[config.mk]
export PLATFORM = sky130hd
export DESIGN_NAME = fifo_level_monitor
export DESIGN_NICKNAME = d
export VERILOG_FILES = /design/src/rtl/fifo_level_monitor.sv
export SDC_FILE = /design/constraint.sdc
export NUM_CORES = 1
export LEC_CHECK = 0
export ABC_AREA = 1
export CORE_MARGIN = 5
export CORE_UTILIZATION = 50
export CTS_CLUSTER_SIZE = 20
export DETAILED_ROUTE_END_ITERATION = 10
export PLACE_DENSITY = 0.81
export SLEW_MARGIN = 10
export SYNTH_ARGS = -nofsm -noshare
export SYNTH_HDL_FRONTEND = slang
export SYNTH_SLANG_ARGS = --single-unit
[constraint.sdc]
create_clock -name clk -period 2.52 [get_ports clk]
set_clock_uncertainty 0.15 [all_clocks]
set_input_delay 0.504 -clock clk [delete_from_list [all_inputs] [get_ports clk]]
set_output_delay 0.504 -clock clk [all_outputs]
set_load 0.01 [all_outputs]
[src/rtl/fifo_level_monitor.sv]
// fifo_level_monitor
//   Multi-channel FIFO occupancy monitor. Each channel registers its FIFO
//   word count and runs a LOW/READY/FULL level FSM with hysteresis. Entry
//   into FULL is immediate; every other state change must persist for
//   HOLD_CYC consecutive samples before it commits.
//
// Ports
//   clk           system clock
//   reset_n       asynchronous active-low reset
//   fifo_num      packed per-channel levels, channel i at [i*W +: W]
//   clr_ovf       per-channel single-cycle clear of ovf_sticky (and peak reload)
//   fifo_full_h   channel in FULL
//   fifo_ready_h  channel in READY or FULL
//   any_full_h    OR of fifo_full_h
//   all_ready_h   AND of fifo_ready_h
//   ovf_sticky    level exceeded DEPTH since last clear
//   peak_num      per-channel peak level (0 when peak tracking is not built)
//
// Build option
//   FIFO_LEVEL_PEAK_EN  when defined, builds per-channel peak registers;
//                       otherwise peak_num is tied to 0.
//
// State table
//   ST_LOW   | level at or below READY_LO, or not yet above READY_HI
//   ST_READY | data available, not in backpressure
//   ST_FULL  | backpressure asserted, held until level <= FULL_LO

module fifo_level_monitor #(
  parameter int CH       = 4,
  parameter int W        = 11,
  parameter int DEPTH    = 1024,
  parameter int FULL_HI  = 1000,
  parameter int FULL_LO  = 900,
  parameter int READY_HI = 10,
  parameter int READY_LO = 4,
  parameter int HOLD_CYC = 4
) (
  input  logic            clk,
  input  logic            reset_n,
  input  logic [CH*W-1:0] fifo_num,
  input  logic [CH-1:0]   clr_ovf,
  output logic [CH-1:0]   fifo_full_h,
  output logic [CH-1:0]   fifo_ready_h,
  output logic            any_full_h,
  output logic            all_ready_h,
  output logic [CH-1:0]   ovf_sticky,
  output logic [CH*W-1:0] peak_num
);

  localparam int CW = $clog2(HOLD_CYC + 1);

  localparam logic [W-1:0]  FULL_HI_W  = W'(FULL_HI);
  localparam logic [W-1:0]  FULL_LO_W  = W'(FULL_LO);
  localparam logic [W-1:0]  READY_HI_W = W'(READY_HI);
  localparam logic [W-1:0]  READY_LO_W = W'(READY_LO);
  localparam logic [W-1:0]  DEPTH_W    = W'(DEPTH);
  localparam logic [CW-1:0] HOLD_C     = CW'(HOLD_CYC);

  // Threshold ordering is checked at elaboration so a bad override fails early.
  if (!(CH >= 1 && HOLD_CYC >= 1 && READY_LO < READY_HI && READY_HI <= FULL_LO &&
        FULL_LO < FULL_HI && FULL_HI <= DEPTH && DEPTH < (1 << W))) begin : g_param_err
    $error("fifo_level_monitor: threshold parameters out of order");
  end

  typedef enum logic [1:0] {
    ST_LOW   = 2'd0,
    ST_READY = 2'd1,
    ST_FULL  = 2'd2
  } lvl_state_e;

  for (genvar i = 0; i < CH; i++) begin : g_ch
    logic [W-1:0]  lvl_q;
    lvl_state_e    state_q, state_d;
    lvl_state_e    pend_q, pend_d;
    lvl_state_e    tgt;
    logic [CW-1:0] cnt_q, cnt_d, cnt_next;
    logic          ovf_q, ovf_d;

    always_ff @(posedge clk or negedge reset_n) begin
      if (!reset_n) begin
        lvl_q   <= '0;
        state_q <= ST_LOW;
        pend_q  <= ST_LOW;
        cnt_q   <= '0;
        ovf_q   <= 1'b0;
      end else begin
        lvl_q   <= fifo_num[i*W +: W];
        state_q <= state_d;
        pend_q  <= pend_d;
        cnt_q   <= cnt_d;
        ovf_q   <= ovf_d;
      end
    end

    always_comb begin
      tgt = state_q;
      case (state_q)
        ST_LOW: begin
          if (lvl_q > FULL_HI_W)       tgt = ST_FULL;
          else if (lvl_q > READY_HI_W) tgt = ST_READY;
          else                         tgt = ST_LOW;
        end
        ST_READY: begin
          if (lvl_q > FULL_HI_W)        tgt = ST_FULL;
          else if (lvl_q <= READY_LO_W) tgt = ST_LOW;
          else                          tgt = ST_READY;
        end
        ST_FULL: begin
          if (lvl_q <= READY_LO_W)     tgt = ST_LOW;
          else if (lvl_q <= FULL_LO_W) tgt = ST_READY;
          else                         tgt = ST_FULL;
        end
        default: tgt = ST_LOW;
      endcase
    end

    always_comb begin
      state_d  = state_q;
      pend_d   = pend_q;
      cnt_d    = cnt_q;
      cnt_next = '0;
      if (tgt == state_q) begin
        cnt_d = '0;
      end else if (tgt == ST_FULL) begin
        // Backpressure must not wait for the debounce.
        state_d = ST_FULL;
        pend_d  = ST_FULL;
        cnt_d   = '0;
      end else begin
        // A new or changed target restarts the persistence count at 1.
        if (tgt != pend_q || cnt_q == '0) begin
          pend_d   = tgt;
          cnt_next = CW'(1);
        end else begin
          cnt_next = cnt_q + CW'(1);
        end
        if (cnt_next == HOLD_C) begin
          state_d = tgt;
          cnt_d   = '0;
        end else begin
          cnt_d = cnt_next;
        end
      end
    end

    // A fresh overflow sample wins over a clear in the same cycle.
    always_comb begin
      ovf_d = ovf_q;
      if (lvl_q > DEPTH_W)  ovf_d = 1'b1;
      else if (clr_ovf[i])  ovf_d = 1'b0;
    end

    assign fifo_full_h[i]  = (state_q == ST_FULL);
    assign fifo_ready_h[i] = (state_q != ST_LOW);
    assign ovf_sticky[i]   = ovf_q;

`ifdef FIFO_LEVEL_PEAK_EN
    logic [W-1:0] peak_q, peak_d;

    always_comb begin
      peak_d = peak_q;
      if (clr_ovf[i])           peak_d = lvl_q;
      else if (lvl_q > peak_q)  peak_d = lvl_q;
    end

    always_ff @(posedge clk or negedge reset_n) begin
      if (!reset_n) peak_q <= '0;
      else          peak_q <= peak_d;
    end

    assign peak_num[i*W +: W] = peak_q;
`endif
  end

`ifndef FIFO_LEVEL_PEAK_EN
  assign peak_num = '0;
`endif

  assign any_full_h  = |fifo_full_h;
  assign all_ready_h = &fifo_ready_h;

endmodule

==> impl_metrics.yaml, run 1 <==
yosys:
  syn_avg_cell_area_um2: 7.717
  ys_warn_count: 0
  synth_area_leader_cell: "dfrtp_1"
  synth_cell_types: 35
  syn_area_um2: 4422
  seq_area_frac_synth: 0.4301
  postSynth.asyncResetShare: 1.000
  synth_most_common_cell: "nand2_1"
  synth_ff_type: "dfrtp_1"
  synth.top_cells.by_area: "dfrtp_1 (43%), nand2_1 (13%), buf_4 (8.1%), inv_1 (6.3%), nor2_1 (5.2%)"
  synth-seq-cells: 76
  ys_top_cells_by_count: "nand2_1 (148), dfrtp_1 (76), inv_1 (74)"
  synth_enable_flop_cells: 0
  synthCells: 573
  synth_top_area_frac: 0.4301
worst_setup_path:
  timing.rr.start: "g_ch[3].lvl_q[5]"
  start_kind: "flip-flop"
  reg2regPathDepth: 16
  cp_data_arrival_time_ns: 1.80
  critPathCaptureType: "output port"
  crit_path_max_fanout: 5
  r2r_slack_ns: 0.37
  required_ns: 1.87
  r2r_end: "g_ch[3].state_q[1]"
  path_class: "flip-flop to output port"
min_path:
  min_path_type: "flip-flop to flip-flop"
  min_path_cells: 2
  hold_path_end: "g_ch[2].pend_q[1]"
  hold_start: "g_ch[2].pend_q[1]"
global_route:
  gr-usage-all-layers: 0.1732
  overflow: 0
  grt_pass1_vias: 3643
  grt_pass1_wl_um: 15750
  grt_max_degree: 31
  antenna_found_initial: 0
floorplan:
  core_area_um2: 8678
  pin_count: 108
  start_util: 0.5095
  die_area_um2: 10820
  fp.dieW_um: 104.0
  dieHeight_um: 104.0
  rows: 34
clock_network:
  cts_tree: "yes"
  cts-root-buf: "clkbuf_8"
  ctsHtreeMaxLevel: 3
  cts_buffer_depth: 2
  clock-sinks: 76
  clk-insertion-delay-late_ns: 0.35
  cts-buffers-inserted: 9
  clk_pin_slew_worst_paths_ns: 0.08
pwr:
  leakage_nw: 2.640
  powerDensity_nw_per_um2: 918.8
  ir_drop_v: 0.0004506
placed_design:
  place_hpwl_um: 7252
  dp_slack_ns: 0.2331
  place_inst: 743
  io_buffers: 63
  gp_congestion: 0.8817
timing:
  tns_ns: 0
  timing.fmax_mhz: 407.2
  rsz0062_at_grt: "false"
  setup_violations: 0
  hold_violations: 0
  fin_ws_ns: 0.06422
  whs_ns: 0.3558
  slew_violations: 0
  fin_crit_sh: 0.9745
  fin_crit_ns: 2.456
route:
  via_count: 3735
  first_pass_iters: 5
  totalWireLength_um: 9085
  wl_per_cell_um: 11.95
  viasPerCell: 4.914
  drt.antenna.violating_nets: 0
  first_iter_violations: 234
  post-route-drc-count: 0
finish:
  antenna_cells: 0
  final_nets: 705
  multi_input_area_um2: 1989
  fin_cells: 760
  synthToLayoutAreaGrowth_pct: 19.30
  nFillCells: 729
  seq_area_um2: 1902
  layout-drive-gt1-share: 0.1196
  fin_util: 0.6078
run_status:
  status: "finished, final reports clean"
run:
  cap_violations: 0
[worst max-delay path, cell delays in order (launching register included)]
cell and delay [ns]:
dfrtp_1 0.41, nor2_1 0.13, nor4_2 0.32, clkdlybuf4s50_1 0.59
[layout by cell type, fill, tap and decap left out, types with 5 or more instances in the layout]
| cell type | instances |
|---|---|
| nand2_1 | 148 |
| dfrtp_1 | 76 |
| inv_1 | 72 |
| nor2_1 | 61 |
| clkdlybuf4s50_1 | 61 |
| conb_1 | 44 |
| nand3_1 | 36 |
| inv_2 | 18 |
| nor3_1 | 17 |
| nor2_2 | 12 |
| nand4_1 | 9 |
| clkbuf_8 | 9 |
| ha_1 | 8 |
| o21ai_0 | 7 |
| a21oi_1 | 6 |
| nand3_2 | 5 |
| nand2_2 | 5 |
| buf_4 | 5 |
[metrics by stage]
stage / total power, mW / area [um^2]
2_1_floorplan: 3.106 / 4583
3_3_place_gp: 3.629 / 5016
3_5_place_dp: 3.718 / 5016
4_1_cts: 4.850 / 5271
5_1_grt: 5.218 / 5275
6_report: 4.847 / 5275
[layer usage]
metal | track usage | share of wire | vias up | wire length [um]
li1 | - | - | 1846 | -
met1 | 0.1998 | 0.40 | 1713 | 3617
met2 | 0.3051 | 0.49 | 157 | 4458
met3 | 0.04655 | 0.088 | 19 | 804
met4 | 0.06660 | 0.022 | 0 | 204
met5 | 0 | 0 | - | 0
[state kept, by name (all words and copies together) (netlist names)]
name,count
g_ch.pend_q,8
g_ch.state_q,8
g_ch.ovf_q,4
g_ch.cnt_q,12
g_ch.lvl_q,44
[timing repair]
action	in CTS	in global routing
gates resized for setup	3	2
endpoints found under the hold margin	28	0
setup endpoints to repair	2	1
hold buffers	1	0
buffers inserted	0	0
[where the power goes]
group / internal, mW / switching, mW / total (mW)
Clock: 0.658 / 0.445 / 1.10
Combinational: 0.810 / 1.30 / 2.11
Sequential: 1.44 / 0.196 / 1.64
[kinds of logic after synthesis]
| logic type | Yosys count | share of synthesized area |
|---|---|---|
| flip-flops | 76 | 0.4301 |
| AO/OA/AOI/OAI | 33 | 0.05263 |
| adder cells (fa/ha/maj) | 8 | 0.02264 |
| XOR/XNOR | 4 | 0.007922 |
| buffers and inverters | 139 | 0.1587 |
| other | 1 | 0.0008481 |
| AND/OR/NAND/NOR | 312 | 0.3271 |
[cell type report]
cell class,instances,share of cell area
Timing Repair Buffer,68,0.1264
Sequential cell,76,0.3605
Multi-Input combinational cell,401,0.3771
Inverter,91,0.06475
Clock inverter,6,0.02135
Tap cell,108,0.02562
Clock buffer,10,0.02419
[how the worst max path moves through the flow]
stage | from | to | slack [ns] | cells after the start
after floorplan | g_ch[3].state_q[1] | any_full_h | 0.63 | 3
after CTS | g_ch[3].state_q[1] | all_ready_h | 0.04 | 3
after global routing | g_ch[3].state_q[1] | all_ready_h | 0.007 | 3
after global placement | g_ch[0].state_q[1] | any_full_h | 0.25 | 4
after detailed placement | g_ch[2].state_q[1] | any_full_h | 0.23 | 4
final | g_ch[3].state_q[1] | all_ready_h | 0.06 | 3
(Power assumes the default switching activity.)
==> run 2, diff against run 1 <==
==> constraint.sdc (replaced) <==
create_clock -name clk -period 2.52 [get_ports clk]
set_clock_uncertainty 0.15 [all_clocks]
set_input_delay 0.504 -clock clk [delete_from_list [all_inputs] [get_ports clk]]
set_output_delay 0.504 -clock clk [all_outputs]
set_load 0.005 [all_outputs]
==> run 2 against run 1 <==
Against the previous run:
- clock power decreased by 19%
- flip-flop and latch count stayed put
- non-clock buffer count shrank 1
- sequential share of layout area grew 0.33 points
- critical path depth up 1
- sequential power about the same
- combinational power shrank 3%
- maximum frequency up 0.27%
- power down 5.9%
- worst setup slack better by 0.0067 ns
- routed wire length down 1.4%
- highest routed layer unchanged
==> impl_metrics.yaml, run 2 (synthesis results as in run 1) <==
worst_setup_path:
  cp_data_arrival_time_ns: 1.80
  startpoint: "g_ch[3].state_q[1]"
  r2r_end: "g_ch[3].state_q[1]"
  crit_path_max_fanout: 4
  required_ns: 1.87
  critical-path-top-delay-family: "simple AND/OR/NAND/NOR gates"
  crit_buf_inv: 2
  endpoint: "any_full_h"
  cp_slowest_stage_delay_ns: 0.57
  timing.rr.start: "g_ch[3].lvl_q[5]"
  critPathCaptureType: "output port"
  path_class: "flip-flop to output port"
  start_kind: "flip-flop"
  path_depth: 4
  reg2regPathDepth: 16
  path_cells: "inv_2 -> nor2_1 -> or4_1 -> dlygate4sd2_1"
  r2r_slack_ns: 0.32
  worst_path_max_delay_cell: "or4_1"
timing:
  slew_violations: 0
  setup_violations: 0
  tns_ns: 0
  fin_crit_ns: 2.449
  fin_crit_sh: 0.9719
  hold_violations: 0
  timing.fmax_mhz: 408.3
  fin_ws_ns: 0.07092
  rsz0062_at_grt: "false"
finish:
  seq_area_um2: 1902
  antenna_cells: 0
  nFillCells: 721
  final_cell_mix: "nand2_1 (148), dfrtp_1 (76), inv_1 (71)"
  largest_register_ff_count: 44
  final_nets: 704
  multi_input_area_um2: 1988
  reg_top3: "g_ch.lvl_q: 44 flops, g_ch.cnt_q: 12 flops"
  regMostFlops: "g_ch.lvl_q"
  layout-drive-gt1-share: 0.1200
  layout_commonest_cell: "nand2_1"
  synthToLayoutAreaGrowth_pct: 18.22
clock_network:
  cts_tree: "yes"
  cts_buffer_depth: 2
  cts-root-buf: "clkbuf_8"
  clk_pin_slew_worst_paths_ns: 0.08
  ctsHtreeMaxLevel: 3
  clock-sinks: 76
  clk-insertion-delay-late_ns: 0.35
  cts-buffers-inserted: 9
min_path:
  min_path_cells: 1
  min_path_type: "flip-flop to flip-flop"
floorplan:
  start_util: 0.5095
  fp.dieW_um: 104.0
  core_area_um2: 8678
  die_area_um2: 10820
  dieHeight_um: 104.0
  rows: 34
  pin_count: 108
route:
  drt.antenna.violating_nets: 0
  post-route-drc-count: 0
  first_pass_iters: 6
  first_iter_violations: 198
  totalWireLength_um: 8958
  viasPerCell: 4.859
  wl_per_cell_um: 11.82
  via_count: 3683
global_route:
  overflow: 0
  antenna_found_initial: 0
  grt_pass1_wl_um: 15510
  grt_max_degree: 47
  gr-usage-all-layers: 0.1702
  grt_pass1_vias: 3630
placed_design:
  dp_slack_ns: 0.1498
  io_buffers: 63
  gp_congestion: 0.8954
  place_hpwl_um: 7217
run_status:
  status: "finished, final reports clean"
pwr:
  powerDensity_nw_per_um2: 872.1
  ir_drop_v: 0.0005365
  leakage_nw: 2.624
run:
  cap_violations: 0
## run 2: timing repair
| item | CTS | global route |
|---|---|---|
| endpoints found under the hold margin | 30 | 0 |
| pin swaps | 0 | 1 |
| hold buffers | 1 | 0 |
| setup buffers | 1 | 0 |
| resized for setup | 5 | 1 |
| endpoints found under the setup margin | 1 | 2 |
## run 2: area by class of cell
class,instances,share of cell area
clock buffer,9,0.02370
timing repair buffer,67,0.1285
multi-input combinational,401,0.3803
sequential,76,0.3638
inverter,91,0.06534
tap,108,0.02585
clock inverter,6,0.01245
## run 2: routing by layer
metal / vias up / global-route usage / routed length (um)
li1: 1846 / - / -
met1: 1663 / 0.1953 / 3614
met2: 154 / 0.3001 / 4393
met3: 20 / 0.04655 / 765
met4: 0 / 0.06568 / 185
met5: - / 0 / 0
## run 2: stage by stage
step           hold slack [ns]  std cells  total power [mW]  utilization  instance area [um^2]
6_report                0.3483        758             4.559       0.6024                  5228
5_1_grt                 0.3737        758             4.932       0.6024                  5228
4_1_cts                 0.3511        758             4.593       0.6021                  5225
3_5_place_dp            0.3068        741             3.658       0.5777                  5014
3_3_place_gp            0.3054        741             3.559       0.5777                  5014
2_1_floorplan          0.05841        616             3.052            -                  4583
## run 2: power by group
part           internal, mW  switching (mW)  leakage (nW)  total (mW)
Clock                 0.453           0.436        0.0955       0.889
Combinational         0.803            1.24          1.62        2.04
Sequential             1.44           0.190         0.911        1.63
Total                  2.70            1.86          2.62        4.56
## run 2: worst min path at each step
stage	start	slack [ns]	to
floorplan	reset_n	0.06	g_ch[0].cnt_q[0]
CTS	g_ch[0].cnt_q[0]	0.35	g_ch[0].cnt_q[0]
global placement	reset_n	0.31	g_ch[1].lvl_q[6]
detailed placement	reset_n	0.31	g_ch[1].lvl_q[5]
global route	g_ch[3].cnt_q[0]	0.37	g_ch[3].cnt_q[0]
finish	g_ch[0].cnt_q[0]	0.35	g_ch[0].cnt_q[0]
